[src/rtl/seq_stage_controller_pkg.sv]
// Shared types and constants for the sequential Y86-style stage controller.
// Holds the state encoding, instruction codes, status codes and the registered output bundle.
package seq_stage_controller_pkg;

    typedef enum logic [2:0] {
        S_IDLE      = 3'd0,
        S_FETCH     = 3'd1,
        S_DECODE    = 3'd2,
        S_EXECUTE   = 3'd3,
        S_MEMORY    = 3'd4,
        S_WRITEBACK = 3'd5,
        S_PCUPD     = 3'd6,
        S_HALTED    = 3'd7
    } state_e;

    localparam logic [3:0] ICODE_HALT   = 4'h0;
    localparam logic [3:0] ICODE_NOP    = 4'h1;
    localparam logic [3:0] ICODE_RRMOVQ = 4'h2;
    localparam logic [3:0] ICODE_IRMOVQ = 4'h3;
    localparam logic [3:0] ICODE_RMMOVQ = 4'h4;
    localparam logic [3:0] ICODE_MRMOVQ = 4'h5;
    localparam logic [3:0] ICODE_OPQ    = 4'h6;
    localparam logic [3:0] ICODE_JXX    = 4'h7;
    localparam logic [3:0] ICODE_CALL   = 4'h8;
    localparam logic [3:0] ICODE_RET    = 4'h9;
    localparam logic [3:0] ICODE_PUSHQ  = 4'hA;
    localparam logic [3:0] ICODE_POPQ   = 4'hB;

    localparam logic [1:0] STAT_AOK = 2'd0;
    localparam logic [1:0] STAT_HLT = 2'd1;
    localparam logic [1:0] STAT_ADR = 2'd2;
    localparam logic [1:0] STAT_INS = 2'd3;

    // Last wait-counter value tolerated before a data-memory timeout
    localparam logic [3:0] MEM_TIMEOUT = 4'd15;

    typedef struct packed {
        logic fetch_en;
        logic decode_en;
        logic execute_en;
        logic memory_en;
        logic wb_en;
        logic pc_en;
        logic mem_req;
        logic rf_we_e;
        logic rf_we_m;
        logic cc_we;
        logic busy;
    } stage_out_t;

endpackage

[src/rtl/seq_stage_controller_icode_classify.sv]
// Combinational icode classifier: which stages and register writes an instruction needs.
module seq_icode_classify
    import seq_stage_controller_pkg::*;
(
    input  logic [3:0] icode,
    output logic       needs_mem,
    output logic       writes_e,
    output logic       writes_m,
    output logic       is_cmov,
    output logic       is_valid
);

    // Per-icode attribute decode; anything above POPQ is an illegal instruction
    always_comb begin
        needs_mem = 1'b0;
        writes_e  = 1'b0;
        writes_m  = 1'b0;
        is_cmov   = 1'b0;
        is_valid  = 1'b1;
        case (icode)
            ICODE_HALT, ICODE_NOP, ICODE_JXX: begin
                is_valid = 1'b1;
            end
            ICODE_RRMOVQ: begin
                writes_e = 1'b1;
                is_cmov  = 1'b1;
            end
            ICODE_IRMOVQ, ICODE_OPQ: begin
                writes_e = 1'b1;
            end
            ICODE_RMMOVQ: begin
                needs_mem = 1'b1;
            end
            ICODE_MRMOVQ: begin
                needs_mem = 1'b1;
                writes_m  = 1'b1;
            end
            ICODE_CALL, ICODE_RET, ICODE_PUSHQ: begin
                needs_mem = 1'b1;
                writes_e  = 1'b1;
            end
            ICODE_POPQ: begin
                needs_mem = 1'b1;
                writes_e  = 1'b1;
                writes_m  = 1'b1;
            end
            default: begin
                is_valid = 1'b0;
            end
        endcase
    end

endmodule

[src/rtl/seq_stage_controller.sv]
// Sequencer stepping one instruction at a time through FETCH..PCUPD with fault halting.
// Outputs are registered from the next-state decode so they line up exactly with the state register.
module seq_stage_controller
    import seq_stage_controller_pkg::*;
(
    input  logic        CLK,
    input  logic        RST,
    input  logic        start,
    input  logic [3:0]  icode,
    input  logic        imem_error,
    input  logic        Cnd,
    input  logic        mem_ready,
    input  logic        dmem_error,
    output logic        fetch_en,
    output logic        decode_en,
    output logic        execute_en,
    output logic        memory_en,
    output logic        wb_en,
    output logic        pc_en,
    output logic        mem_req,
    output logic        rf_we_e,
    output logic        rf_we_m,
    output logic        cc_we,
    output logic [1:0]  stat,
    output logic        busy,
    output logic [15:0] instr_count
);

    state_e      state_r, state_nx_s;
    logic [3:0]  icode_r, icode_nx_s;
    logic        cnd_r, cnd_nx_s;
    logic [3:0]  wait_r, wait_nx_s;
    logic [1:0]  stat_r, stat_nx_s;
    logic [15:0] count_r, count_nx_s;
    stage_out_t  out_r, out_nx_s;

    logic needs_mem_s, writes_e_s, writes_m_s, is_cmov_s, is_valid_s;

    seq_icode_classify u_classify (
        .icode     (icode_r),
        .needs_mem (needs_mem_s),
        .writes_e  (writes_e_s),
        .writes_m  (writes_m_s),
        .is_cmov   (is_cmov_s),
        .is_valid  (is_valid_s)
    );

    // Next-state, latched-context and counter update logic
    always_comb begin
        state_nx_s = state_r;
        icode_nx_s = icode_r;
        cnd_nx_s   = cnd_r;
        wait_nx_s  = wait_r;
        stat_nx_s  = stat_r;
        count_nx_s = count_r;
        case (state_r)
            S_IDLE: begin
                if (start) begin
                    state_nx_s = S_FETCH;
                end else begin
                    state_nx_s = S_IDLE;
                end
            end
            S_FETCH: begin
                if (imem_error) begin
                    state_nx_s = S_HALTED;
                    stat_nx_s  = STAT_ADR;
                end else begin
                    icode_nx_s = icode;
                    state_nx_s = S_DECODE;
                end
            end
            S_DECODE: begin
                if (icode_r == ICODE_HALT) begin
                    state_nx_s = S_HALTED;
                    stat_nx_s  = STAT_HLT;
                end else if (!is_valid_s) begin
                    state_nx_s = S_HALTED;
                    stat_nx_s  = STAT_INS;
                end else begin
                    state_nx_s = S_EXECUTE;
                end
            end
            S_EXECUTE: begin
                cnd_nx_s = Cnd;
                if (needs_mem_s) begin
                    state_nx_s = S_MEMORY;
                    wait_nx_s  = 4'd0;
                end else begin
                    state_nx_s = S_WRITEBACK;
                end
            end
            S_MEMORY: begin
                if (mem_ready) begin
                    if (dmem_error) begin
                        state_nx_s = S_HALTED;
                        stat_nx_s  = STAT_ADR;
                    end else begin
                        state_nx_s = S_WRITEBACK;
                    end
                end else if (wait_r == MEM_TIMEOUT) begin
                    state_nx_s = S_HALTED;
                    stat_nx_s  = STAT_ADR;
                end else begin
                    wait_nx_s = wait_r + 4'd1;
                end
            end
            S_WRITEBACK: begin
                state_nx_s = S_PCUPD;
            end
            S_PCUPD: begin
                state_nx_s = S_FETCH;
                count_nx_s = count_r + 16'd1;
            end
            S_HALTED: begin
                state_nx_s = S_HALTED;
            end
            default: begin
                state_nx_s = S_IDLE;
            end
        endcase
    end

    // Moore decode of the upcoming state; cmov uses the Cnd value being latched this cycle
    always_comb begin
        out_nx_s      = '0;
        out_nx_s.busy = (state_nx_s != S_IDLE) && (state_nx_s != S_HALTED);
        case (state_nx_s)
            S_FETCH:     out_nx_s.fetch_en = 1'b1;
            S_DECODE:    out_nx_s.decode_en = 1'b1;
            S_EXECUTE: begin
                out_nx_s.execute_en = 1'b1;
                out_nx_s.cc_we      = (icode_r == ICODE_OPQ);
            end
            S_MEMORY: begin
                out_nx_s.memory_en = 1'b1;
                out_nx_s.mem_req   = 1'b1;
            end
            S_WRITEBACK: begin
                out_nx_s.wb_en   = 1'b1;
                out_nx_s.rf_we_e = writes_e_s && (!is_cmov_s || cnd_nx_s);
                out_nx_s.rf_we_m = writes_m_s;
            end
            S_PCUPD:     out_nx_s.pc_en = 1'b1;
            default:     out_nx_s.busy = out_nx_s.busy;
        endcase
    end

    // Control state, latched instruction context, wait counter and retired count
    always_ff @(posedge CLK) begin
        if (RST) begin
            state_r <= S_IDLE;
            icode_r <= 4'd0;
            cnd_r   <= 1'b0;
            wait_r  <= 4'd0;
            stat_r  <= STAT_AOK;
            count_r <= 16'd0;
        end else begin
            state_r <= state_nx_s;
            icode_r <= icode_nx_s;
            cnd_r   <= cnd_nx_s;
            wait_r  <= wait_nx_s;
            stat_r  <= stat_nx_s;
            count_r <= count_nx_s;
        end
    end

    // Output register for glitch-free strobes
    always_ff @(posedge CLK) begin
        if (RST) begin
            out_r <= '0;
        end else begin
            out_r <= out_nx_s;
        end
    end

    assign fetch_en    = out_r.fetch_en;
    assign decode_en   = out_r.decode_en;
    assign execute_en  = out_r.execute_en;
    assign memory_en   = out_r.memory_en;
    assign wb_en       = out_r.wb_en;
    assign pc_en       = out_r.pc_en;
    assign mem_req     = out_r.mem_req;
    assign rf_we_e     = out_r.rf_we_e;
    assign rf_we_m     = out_r.rf_we_m;
    assign cc_we       = out_r.cc_we;
    assign busy        = out_r.busy;
    assign stat        = stat_r;
    assign instr_count = count_r;

endmodule

[config.mk]
export PLATFORM = sky130hd
export DESIGN_NAME = seq_stage_controller
export DESIGN_NICKNAME = d
export VERILOG_FILES = /design/src/rtl/seq_stage_controller_pkg.sv /design/src/rtl/seq_stage_controller_icode_classify.sv /design/src/rtl/seq_stage_controller.sv
export SDC_FILE = /design/constraint.sdc
export NUM_CORES = 1
export LEC_CHECK = 0
export ABC_AREA = 1
export CORE_UTILIZATION = 30
export CTS_BUF_LIST = sky130_fd_sc_hd__clkbuf_16
export CTS_CLUSTER_DIAMETER = 200
export DETAILED_ROUTE_END_ITERATION = 10
export PLACE_DENSITY_LB_ADDON = 0.3
export SYNTH_ARGS = -nofsm -noshare
export SYNTH_HDL_FRONTEND = slang
export SYNTH_HIERARCHICAL = 1
export SYNTH_SLANG_ARGS = --single-unit
[constraint.sdc]
create_clock -name CLK -period 3.9 [get_ports CLK]
set_input_delay 0.975 -clock CLK [delete_from_list [all_inputs] [get_ports CLK]]
set_output_delay 0.975 -clock CLK [all_outputs]
set_load 0.05 [all_outputs]
Word level (Yosys, flattened, before mapping):

Cells that the tools add are included.

* $add $sub $neg: 2
* multiply operators: 0
* div/mod/pow operators: 0
* order comparisons: 0
* equal/unequal tests: 33
* shift operators: 0
* mux-type cells: 32
* bitwise gates (word level): 3
* reduce and logical (&&, ||, !) cells: 18

Operators with widths (number)
* 3-bit case mux with 8 select lines: 1
* 3-bit == test (second input constant): 7
* 4-bit == test (second input constant): 5
* 16-bit by 1-bit adder with 16-bit output (second input constant): 1
* 4-bit by 3-bit == test with 1-bit output (second input constant): 4
* 3-bit 2-to-1 mux: 5
* 1-bit 2-to-1 mux: 14
* 2-bit 2-to-1 mux: 7
* 3-bit by 2-bit == test with 1-bit output (second input constant): 4
* 4-bit 2-to-1 mux: 3
* 3-bit != test (second input constant): 4
* 12-bit OR reduction: 1
* 4-bit by 2-bit == test with 1-bit output (second input constant): 2
* 2-bit != test (second input constant): 4
* 4-bit case mux with 2 select lines: 1
* 7-bit OR reduction: 1
* 3-bit by 1-bit == test with 1-bit output (second input constant): 2
* 2-bit case mux with 3 select lines: 1
* 3-bit nonzero test: 2
* 2-bit OR reduction: 3
* 6-bit OR reduction: 1
* 5-bit AND reduction: 1
* 4-bit by 1-bit adder with 4-bit output (second input constant): 1
* 4-bit by 1-bit == test with 1-bit output (second input constant): 1
* other kinds (9): 12

* register bits after elaboration: 40
* latch bits: 0
* RAM bits: 0
* ROM bits: 0
* input port bits: 11
* output and inout port bits: 29
* word-level logic and storage cells: 104
* memories kept: 0

Depth between registers and ports, before layout:

Gate-level depths: netlist of run 1.

* depth after elaboration: 9
* gate-level depth with buffers: 11
* gate-level depth less buffers: 11

Modules after synthesis:

The synthesis of run 1 kept the hierarchy.

By module, submodules not included
* seq_stage_controller: instances 1, cells an instance 290, area an instance 1931.9 µm², sequential area each 800.8 µm²
* seq_icode_classify: instances 1, cells an instance 23, area an instance 93.8 µm², sequential area each 0.0 µm²

Least setup slack after synthesis of run 1:

Ideal clock, no wire load.

* path type: register -> output
* start: register mem_req (netlist name)
* end: output memory_en
* arrival: 894 ps
* data required time: 2925 ps
* setup slack: 2031 ps
* stages on the path, launching flop included: 2
* path buffers: 1
* path through: dfxtp_1 buf_4

RTL lines
* to (decl): line seq_stage_controller.sv:17 `output logic memory_en,`

Worst setup path after layout of run 1:

* start: register count_r[7], in the netlist instr_count[7]
* end: output instr_count[7]

RTL lines
* from (decl): line seq_stage_controller.sv:34 `logic [15:0] count_r, count_nx_s;`
* from (signal assigned): line seq_stage_controller.sv:164 `count_r <= count_nx_s;`
* to (decl): line seq_stage_controller.sv:26 `output logic [15:0] instr_count`

No word-level cell between the ends.

==> results.md, run 1 <==
* Outcome: finished with violations
* Failing checks: DRC
* Max Clock Freq at 0.394 GHz
* Final Hold Fails at 0
* Die H at 84.2 um
* Global-route wire length before repair at 8.03 mm
* Port Buffers at 39
* Die width at 84.2 um
* H-tree depth at 2
* Switching pwr at 0.603 mW
* Startpoint types: register
* Row cnt at 29
* #FFs+latches synth at 40
* Worst setup startpoint: instr_count[7]$_SDFFE_PP0N_
* GR Util met2 at 23.2%
* Total core area at 6420 um2
* TritonCTS buffer count at 5
* WS Path Type: reg2out
* Syn nets at 326
* Sw frac at 39.0%
* Routed vias at 1986
* WP depth at 1
* Leak pwr at 1.04 nW
* Fillers at 660
* Sequential power share at 34.5%
* Clock Skew at 0.00539 ns
* Hold Path Cell Cnt at 2
* FF/Latch Area at 801 um2
* RSZ-0062 raised after global routing: false
* Via-per-instance ratio at 4.61
* Drt drc at 6
* CP max stage cell: clkdlybuf4s50_1
* Worst-margin pin slew at 0.557 ns
* Reg-to-reg slack, setup at 2.25 ns
* Pin count of the biggest net entering global routing at 21
* Hold Startpoint: stat[1]$_SDFFE_PP0P_
* Max Cap Viol at 0
* Crit path buf inv count at 1
* Total GRT Usage at 14.0%
* Multi-input gate area at 1030 um2
* Tmin final at 2.54 ns
* Syn Area/Cell at 6.47 um2
* Post-CTS Hold Buffers at 0
* Combinational Power Share at 35.9%
* Routed Antenna Nets at 0
* WL/cell at 11.0 um
* First-pass DRT Iterations at 7
* Synth area leader: dfxtp_1
* Worst VDD drop at 184 uV
* Synth top area cells: dfxtp_1, nand2_1, nor2_1
* # diodes at 0
* Area grow syn2layout at 30.6%
* Vias in the first global route at 1788
* Detailed placement HPWL at 3.51 mm
* Worst Setup End Kind: primary output
* Slew Limit Fails at 0
* Kind of cell adding the most delay to the critical path: buffers and inverters
* Share of cells above drive strength 1 at 5.37%
* R2r worst-path depth at 9
* Library cells used by synthesis at 26
* Synth top area share at 39.5%
* Max-slew headroom at 62.9%
* Hold/Removal Path Class: reg2reg
* Remaining Overflow, GRT at 0
* GRT Max-Usage Layer: met2
* Nets at 366
* Critical path required time at 2.92 ns
* Met1 Usage GRT at 17.9%
* Power share of the clock group at 29.6%
* Fin cells at 431
* Setup bufs post-CTS at 0
* Largest stage delay, worst path at 0.85 ns
* Clk Latency, worst-skew pair at 0.28 ns
* # setup viols final at 0
* Final period utilization at 65.0%
* Dpl cells at 423
* Post-CTS sizing at 0
* Int Pwr at 0.942 mW
* Clock transition at the registers of the reported paths at 0.06 ns
* CTS Buffer Depth at 2
* Power Dens Cells at 584 nW/um2
* Routed WL at 4.74 mm
* # IOs at 40
* PnR Total Power at 1.55 mW
* Starting Density at 31.5%
* Critical path peak fanout at 7
* Fin Setup TNS at 0 ns
* Cell count after synthesis at 313
* CTS tree: done
* Mapped Area at 2030 um2
* R2R Path Start: state_r[0]$_SDFF_PP0_
* Clk sink count at 40
* Starting DRC count in detailed routing at 100
* Final GP Congestion at 0.814
* CP cell instances: clkdlybuf4s50_1
* Die ar. at 7080 um2
* CTS Root Cell: clkbuf_16
* Initial antenna violation count at 0
* Critical Path AT at 1.56 ns
* Yosys Warn Count at 6
* Met3 GRT Util at 3.24%
* Seq/Total Area, Yosys at 39.5%
## power by group through the flow
stage	sequential (mW)	clock, mW	combinational, mW
6_report	0.534	0.457	0.555
5_1_grt	0.543	0.486	0.617
4_1_cts	0.534	0.466	0.557
3_5_place_dp	0.543	0	0.553
3_3_place_gp	0.542	0	0.550
2_1_floorplan	0.616	0	0.340
## registers in the layout (all words and copies together) (netlist names), 2 cells and up
signal,cells
wait_r,4
instr_count,16
state_r,3
stat,2
icode_r,4
## stage by stage
step	hold slack, ns	worst slack (ns)	area (um2)	utilization (%)
after floorplan	0.460	2.03	2030	-
after global placement	0.454	1.44	2480	38.7
after detailed placement	0.441	1.38	2480	38.7
after CTS	0.450	1.35	2650	41.2
after global routing	0.497	1.31	2650	41.2
final	0.449	1.36	2650	41.2
## tightest hold or removal path, cell delays in order (launching register included)
cell     delay [ns]
dfxtp_1        0.30
inv_1          0.05
a21oi_1        0.05
## cells in the final DEF (no fill, tap or decap), types with 2 or more instances in the layout
cell type,instances
o21ai_0,16
nor2_1,42
nand4_1,6
xor2_1,2
clkbuf_16,5
nand3b_1,2
inv_1,39
nand2_2,2
nand2_1,92
a21oi_1,23
clkinv_1,2
nor3_1,4
dfxtp_1,40
nor2_2,6
ha_1,2
nand3_1,21
clkdlybuf4s50_1,39
## Yosys cell counts
master	count
or2_0	1
nand2_2	2
nand3_1	21
dfxtp_1	40
nand4_1	6
ha_1	2
inv_4	1
xnor2_1	1
inv_1	39
inv_2	1
a31oi_1	1
buf_4	2
o21ai_0	16
nand3b_1	2
nor2_8	1
mux2i_1	1
nor2_1	42
clkbuf_1	3
buf_2	2
nor2_2	6
nor3_1	4
and3_1	1
xor2_1	2
or2_2	1
nand2_1	92
a21oi_1	23
## layout make-up
type | count | share of cell area (%)
Tap cell | 77 | 3.64
Clock inverter | 3 | 1.42
Multi-Input combinational cell | 225 | 39.0
Sequential cell | 40 | 30.3
Timing Repair Buffer | 40 | 15.0
Inverter | 41 | 5.91
Clock buffer | 5 | 4.73
## cells by family after synthesis
| group | after synthesis | share of synthesized area (%) |
|---|---|---|
| and+or+nand+nor | 179 | 38.0 |
| muxes | 1 | 0.494 |
| adders and majority gates | 2 | 1.24 |
| DFF | 40 | 39.5 |
| xor gates and xnor gates | 3 | 1.30 |
| AOI/OAI and AO/OA | 40 | 9.94 |
| buffers and inverters | 48 | 9.51 |
## layer usage
layer	up-vias	wire length (um)
met2	38	2180
met4	0	66
li1	1062	-
met5	-	0
met3	7	170
met1	879	2320
## path summary, 6_finish.rpt
kind | endpoint
worst max-delay path | instr_count[7]
worst min-delay path | stat[1]$_SDFFE_PP0P_
worst max register to register | wb_en$_SDFF_PP0_
worst min register to register | stat[1]$_SDFFE_PP0P_
(Power assumes the default switching activity.)
==> inputs of run 2 (changes only) <==
clock period = 2.6 ns   (was 3.9 ns; I/O delays follow)
==> run 2 against run 1 <==
Against the previous run:
- the flow still finishes with violations (DRC)
- sequential power up 50%
- highest routed layer unchanged
- core utilization up 0.14 points
- largest power group unchanged
- count of clock-buffer cells in the layout unchanged
- cell area up 0.33%
- critical path type unchanged
- routed wire length up 0.21%
- setup slack worse by 0.97 ns
- first-iteration DRC count down 2.0%
==> results.md, run 2 (synthesized netlist as in run 1, its figures left out) <==
* Met3 GRT Util at 2.56%
* Die width at 84.2 um
* Worst Setup End Kind: primary output
* Die H at 84.2 um
* Hold/Removal Path Class: reg2reg
* Met1 Usage GRT at 17.7%
* Final Cell Area at 2660 um2
* CTS Buffer Depth at 2
* Commonest cells after routing, fill and taps aside: nand2_1, nor2_1, inv_1, dfxtp_1, clkdlybuf4s50_1
* Startpoint types: register
* Worst VDD drop at 301 uV
* Total GRT Usage at 14.2%
* Total core area at 6420 um2
* Crit path buf inv count at 1
* GR Util met2 at 25.3%
* CP cell instances: clkdlybuf4s50_1
* R2R Path Start: wait_r[0]$_SDFFE_PP0P_
* Critical Path AT at 1.55 ns
* Port Buffers at 39
* Share of cells above drive strength 1 at 5.92%
* Critical path required time at 1.95 ns
* CP max stage cell: clkdlybuf4s50_1
* Int Pwr at 1.42 mW
* TritonCTS buffer count at 5
* Clock Skew at 0.00348 ns
* # IOs at 40
* # diodes at 0
* Power share of the clock group at 29.7%
* First-pass DRT Iterations at 9
* Post-CTS Hold Buffers at 0
* Outcome: finished with violations
* Routed WL at 4.75 mm
* GRT Max-Usage Layer: met2
* Most common cell after layout, fill and taps aside: nand2_1
* Kind of cell adding the most delay to the critical path: buffers and inverters
* Routed vias at 1979
* Final Hold Fails at 0
* # setup viols final at 0
* Tmin final at 2.20 ns
* Critical path peak fanout at 7
* Combinational Power Share at 35.8%
* WL/cell at 11.0 um
* Fin Setup TNS at 0 ns
* Worst-margin pin slew at 0.500 ns
* Starting Density at 31.5%
* RSZ-0062 raised after global routing: false
* Routed Antenna Nets at 0
* Post-DP Area at 2490 um2
* Row cnt at 29
* Final GP Congestion at 0.815
* Remaining Overflow, GRT at 0
* Setup bufs post-CTS at 0
* WS Path Type: reg2out
* Power Dens Cells at 875 nW/um2
* Pin count of the biggest net entering global routing at 17
* CTS Root Cell: clkbuf_16
* Hold Startpoint: stat[1]$_SDFFE_PP0P_
* Dpl cells at 424
* Max FFs per register at 16
* Nets at 367
* Sequential power share at 34.5%
* Vias in the first global route at 1875
* Starting DRC count in detailed routing at 98
* Failing checks: DRC
* Max Cap Viol at 0
* Final core utilization at 41.3%
* H-tree depth at 2
* Detailed placement HPWL at 3.57 mm
* Max Clock Freq at 0.454 GHz
* Post-CTS sizing at 0
* Drt drc at 6
* Die ar. at 7080 um2
* Switching pwr at 0.907 mW
* Max-slew headroom at 66.5%
* Final period utilization at 84.8%
* Fin cells at 432
* Hold_ws at 0.468 ns
* Area grow syn2layout at 31.1%
* Worst setup startpoint: instr_count[7]$_SDFFE_PP0N_
* Clk Latency, worst-skew pair at 0.28 ns
* Slew Limit Fails at 0
* Leak pwr at 1.05 nW
* Global-route wire length before repair at 8.20 mm
* Via-per-instance ratio at 4.58
* Largest stage delay, worst path at 0.84 ns
* Initial antenna violation count at 0
* Clock transition at the registers of the reported paths at 0.06 ns
* CTS tree: done
* Sw frac at 39.0%
* Clk sink count at 40
-- run 2: cell type report --
class,count,area (um2)
Clock buffer,5,125
Fill cell,681,3770
Timing Repair Buffer,41,405
Tap cell,77,96.3
Clock inverter,3,38.8
Sequential cell,40,801
Multi-Input combinational cell,225,1030
Inverter,41,156
-- run 2: stage by stage --
| step | power (mW) | setup slack [ns] |
|---|---|---|
| after floorplan | 1.44 | 0.949 |
| final | 2.32 | 0.396 |
| after global placement | 1.64 | 0.495 |
| after detailed placement | 1.64 | 0.480 |
| after CTS | 2.34 | 0.385 |
| after global routing | 2.47 | 0.343 |
-- run 2: path summary, 6_finish.rpt --
kind,end,slack [ns],cells past startpoint
worst min-delay path,stat[1]$_SDFFE_PP0P_,0.47,2
worst max-delay path,instr_count[7],0.40,1
worst max register to register,rf_we_e$_SDFF_PP0_,0.95,8
worst min register to register,stat[1]$_SDFFE_PP0P_,0.47,2
-- run 2: power by group through the flow --
stage	Combinational [mW]	Sequential (mW)	Clock, mW
finish	0.831	0.801	0.691
detailed placement	0.828	0.816	0
CTS	0.837	0.801	0.705
global route	0.921	0.815	0.735
floorplan	0.510	0.925	0
global placement	0.826	0.816	0
-- run 2: layer usage --
| metal | vias up | share of wire (%) |
|---|---|---|
| met1 | 886 | 50 |
| li1 | 1066 | - |
| met3 | 2 | 2.3 |
| met4 | 0 | 0.76 |
| met5 | - | 0 |
| met2 | 25 | 47 |
==> inputs of run 3 (changes only) <==
clock period = 1.9 ns   (was 2.6 ns; I/O delays follow)
==> run 3 against run 2 <==
Against the previous run:
- the run still ends with DRC left
- clock power grew 17%
- worst hold slack lost 0.0064 ns
- global-route usage is 0.32 points lower
- count of clock-buffer cells in the layout unchanged
- sequential share of layout area grew 0.79 points
- total power grew 32%
- combinational power rose by 41%
- first-iteration DRC count down 32%
- sequential cell count did not move
- register-to-register slack worse by 0.70 ns
- critical path type is now in2reg
==> results.md, run 3 (synthesized netlist as in run 1, its figures left out) <==
* CTS tree: done
* Post-CTS Hold Buffers at 0
* Critical Path AT at 1.91 ns
* Slew Limit Fails at 0
* Commonest cells after routing, fill and taps aside: nand2_1, nor2_1, dfxtp_1
* R2R Path Start: wait_r[0]$_SDFFE_PP0P_
* First-pass DRT Iterations at 10
* Max Cap Viol at 0
* Worst VDD drop at 390 uV
* Final period utilization at 89.3%
* Failing checks: DRC
* Initial antenna violation count at 0
* Final Hold Fails at 0
* Critical path peak fanout at 5
* Post-CTS sizing at 0
* CP max stage cell: clkdlybuf4s50_1
* Tmin final at 1.70 ns
* H-tree depth at 2
* Worst setup startpoint: mem_ready
* Remaining Overflow, GRT at 0
* Critical path required time at 2.12 ns
* Total core area at 6420 um2
* Hold Startpoint: stat[1]$_SDFFE_PP0P_
* WP depth at 8
* Largest stage delay, worst path at 0.48 ns
* Hold/Removal Path Class: reg2reg
* PnR Total Power at 3.06 mW
* Routed Antenna Nets at 0
* Drt drc at 6
* Final worst slack at 0.203 ns
* Port Buffers at 39
* Final GP Congestion at 0.842
* Routed WL at 4.78 mm
* TritonCTS buffer count at 5
* Clock Skew at 0.00337 ns
* Most common cell after layout, fill and taps aside: nand2_1
* Nets at 371
* Worst-margin pin slew at 0.347 ns
* CTS Root Cell: clkbuf_16
* Power Dens Cells at 1180 nW/um2
* Die ar. at 7080 um2
* Routed vias at 1993
* Area grow syn2layout at 27.7%
* Max-slew headroom at 76.8%
* Clk sink count at 40
* RSZ-0062 raised after global routing: false
* R2r worst-path depth at 8
* Starting DRC count in detailed routing at 67
* Setup bufs post-CTS at 0
* Dpl ws at -0.0781 ns
* Leak pwr at 1.11 nW
* WL/cell at 11.0 um
* Kind of cell adding the most delay to the critical path: simple AND/OR/NAND/NOR gates
* Fillers at 681
* Global-route wire length before repair at 8.05 mm
* Max FFs per register at 16
* WS Path Type: in2reg
* Crit path top cell by count: nand2_1
* Share of cells above drive strength 1 at 15.0%
* CTS Buffer Depth at 2
* Final Cell Area at 2590 um2
* Crit path buf inv count at 2
* Clk Latency, worst-skew pair at 0.28 ns
* Clock transition at the registers of the reported paths at 0.06 ns
* Starting Density at 31.5%
* Vias in the first global route at 1769
* Max Clock Freq at 0.589 GHz
* Fin cells at 436
* Detailed placement HPWL at 3.58 mm
* Die H at 84.2 um
* Hold_ws at 0.462 ns
* Startpoint types: input port
* Die width at 84.2 um
* # diodes at 0
* Hold Path Cell Cnt at 2
* Worst Setup End Kind: register
* Row cnt at 29
* Fin Setup TNS at 0 ns
* # setup viols final at 0
* Pin count of the biggest net entering global routing at 20
* Post-DP Area at 2450 um2
* Outcome: finished with violations
* Total GRT Usage at 13.9%
* CP cell instances: clkdlybuf4s50_1, inv_1, or2_2, nand2_1, o21ai_0, nand2_1, nand3_1, nor2_1
* Final core utilization at 40.3%
* Dpl cells at 428
* # IOs at 40
* Via-per-instance ratio at 4.57
[run 3: cell count changes in the layout (fill, tap and decap cells not counted)]
| cell | delta |
|---|---|
| buf_4 | +33 |
| bufinv_16 | -1 |
| clkinv_2 | +1 |
| clkinv_1 | +1 |
| clkdlybuf4s50_1 | -29 |
| inv_1 | -1 |
[run 3: final timing paths]
kind	to	slack, ns
worst max-delay path	rf_we_e$_SDFF_PP0_	0.20
worst min-delay path	stat[1]$_SDFFE_PP0P_	0.46
worst max register to register	rf_we_e$_SDFF_PP0_	0.25
worst min register to register	stat[1]$_SDFFE_PP0P_	0.46
[run 3: power by group]
| part | switching [mW] | total, mW | internal, mW |
|---|---|---|---|
| clock network | 0.333 | 0.810 | 0.477 |
| registers | 0.116 | 1.07 | 0.959 |
| logic | 0.808 | 1.17 | 0.364 |
| total | 1.26 | 3.06 | 1.80 |
[run 3: tightest hold or removal path, stage by stage (launching register included)]
cell and delay [ns]:
dfxtp_1 0.31, inv_1 0.05, a21oi_1 0.06
[run 3: final cells by class]
type | count | area (um2) | share of cell area [%]
Tap cell | 77 | 96.3 | 3.72
Clock buffer | 5 | 125 | 4.84
Inverter | 41 | 156 | 6.04
Clock inverter | 3 | 13.8 | 0.532
Multi-Input combinational cell | 225 | 1030 | 39.9
Timing Repair Buffer | 45 | 363 | 14.0
Sequential cell | 40 | 801 | 30.9
[run 3: routing by layer]
layer / track usage (%) / part of all wire [%] / wire [um]
met5: 0 / 0 / 0
met3: 2.46 / 2.9 / 139
met2: 22.8 / 46 / 2220
met1: 18.6 / 50 / 2410
met4: 4.39 / 0.33 / 16
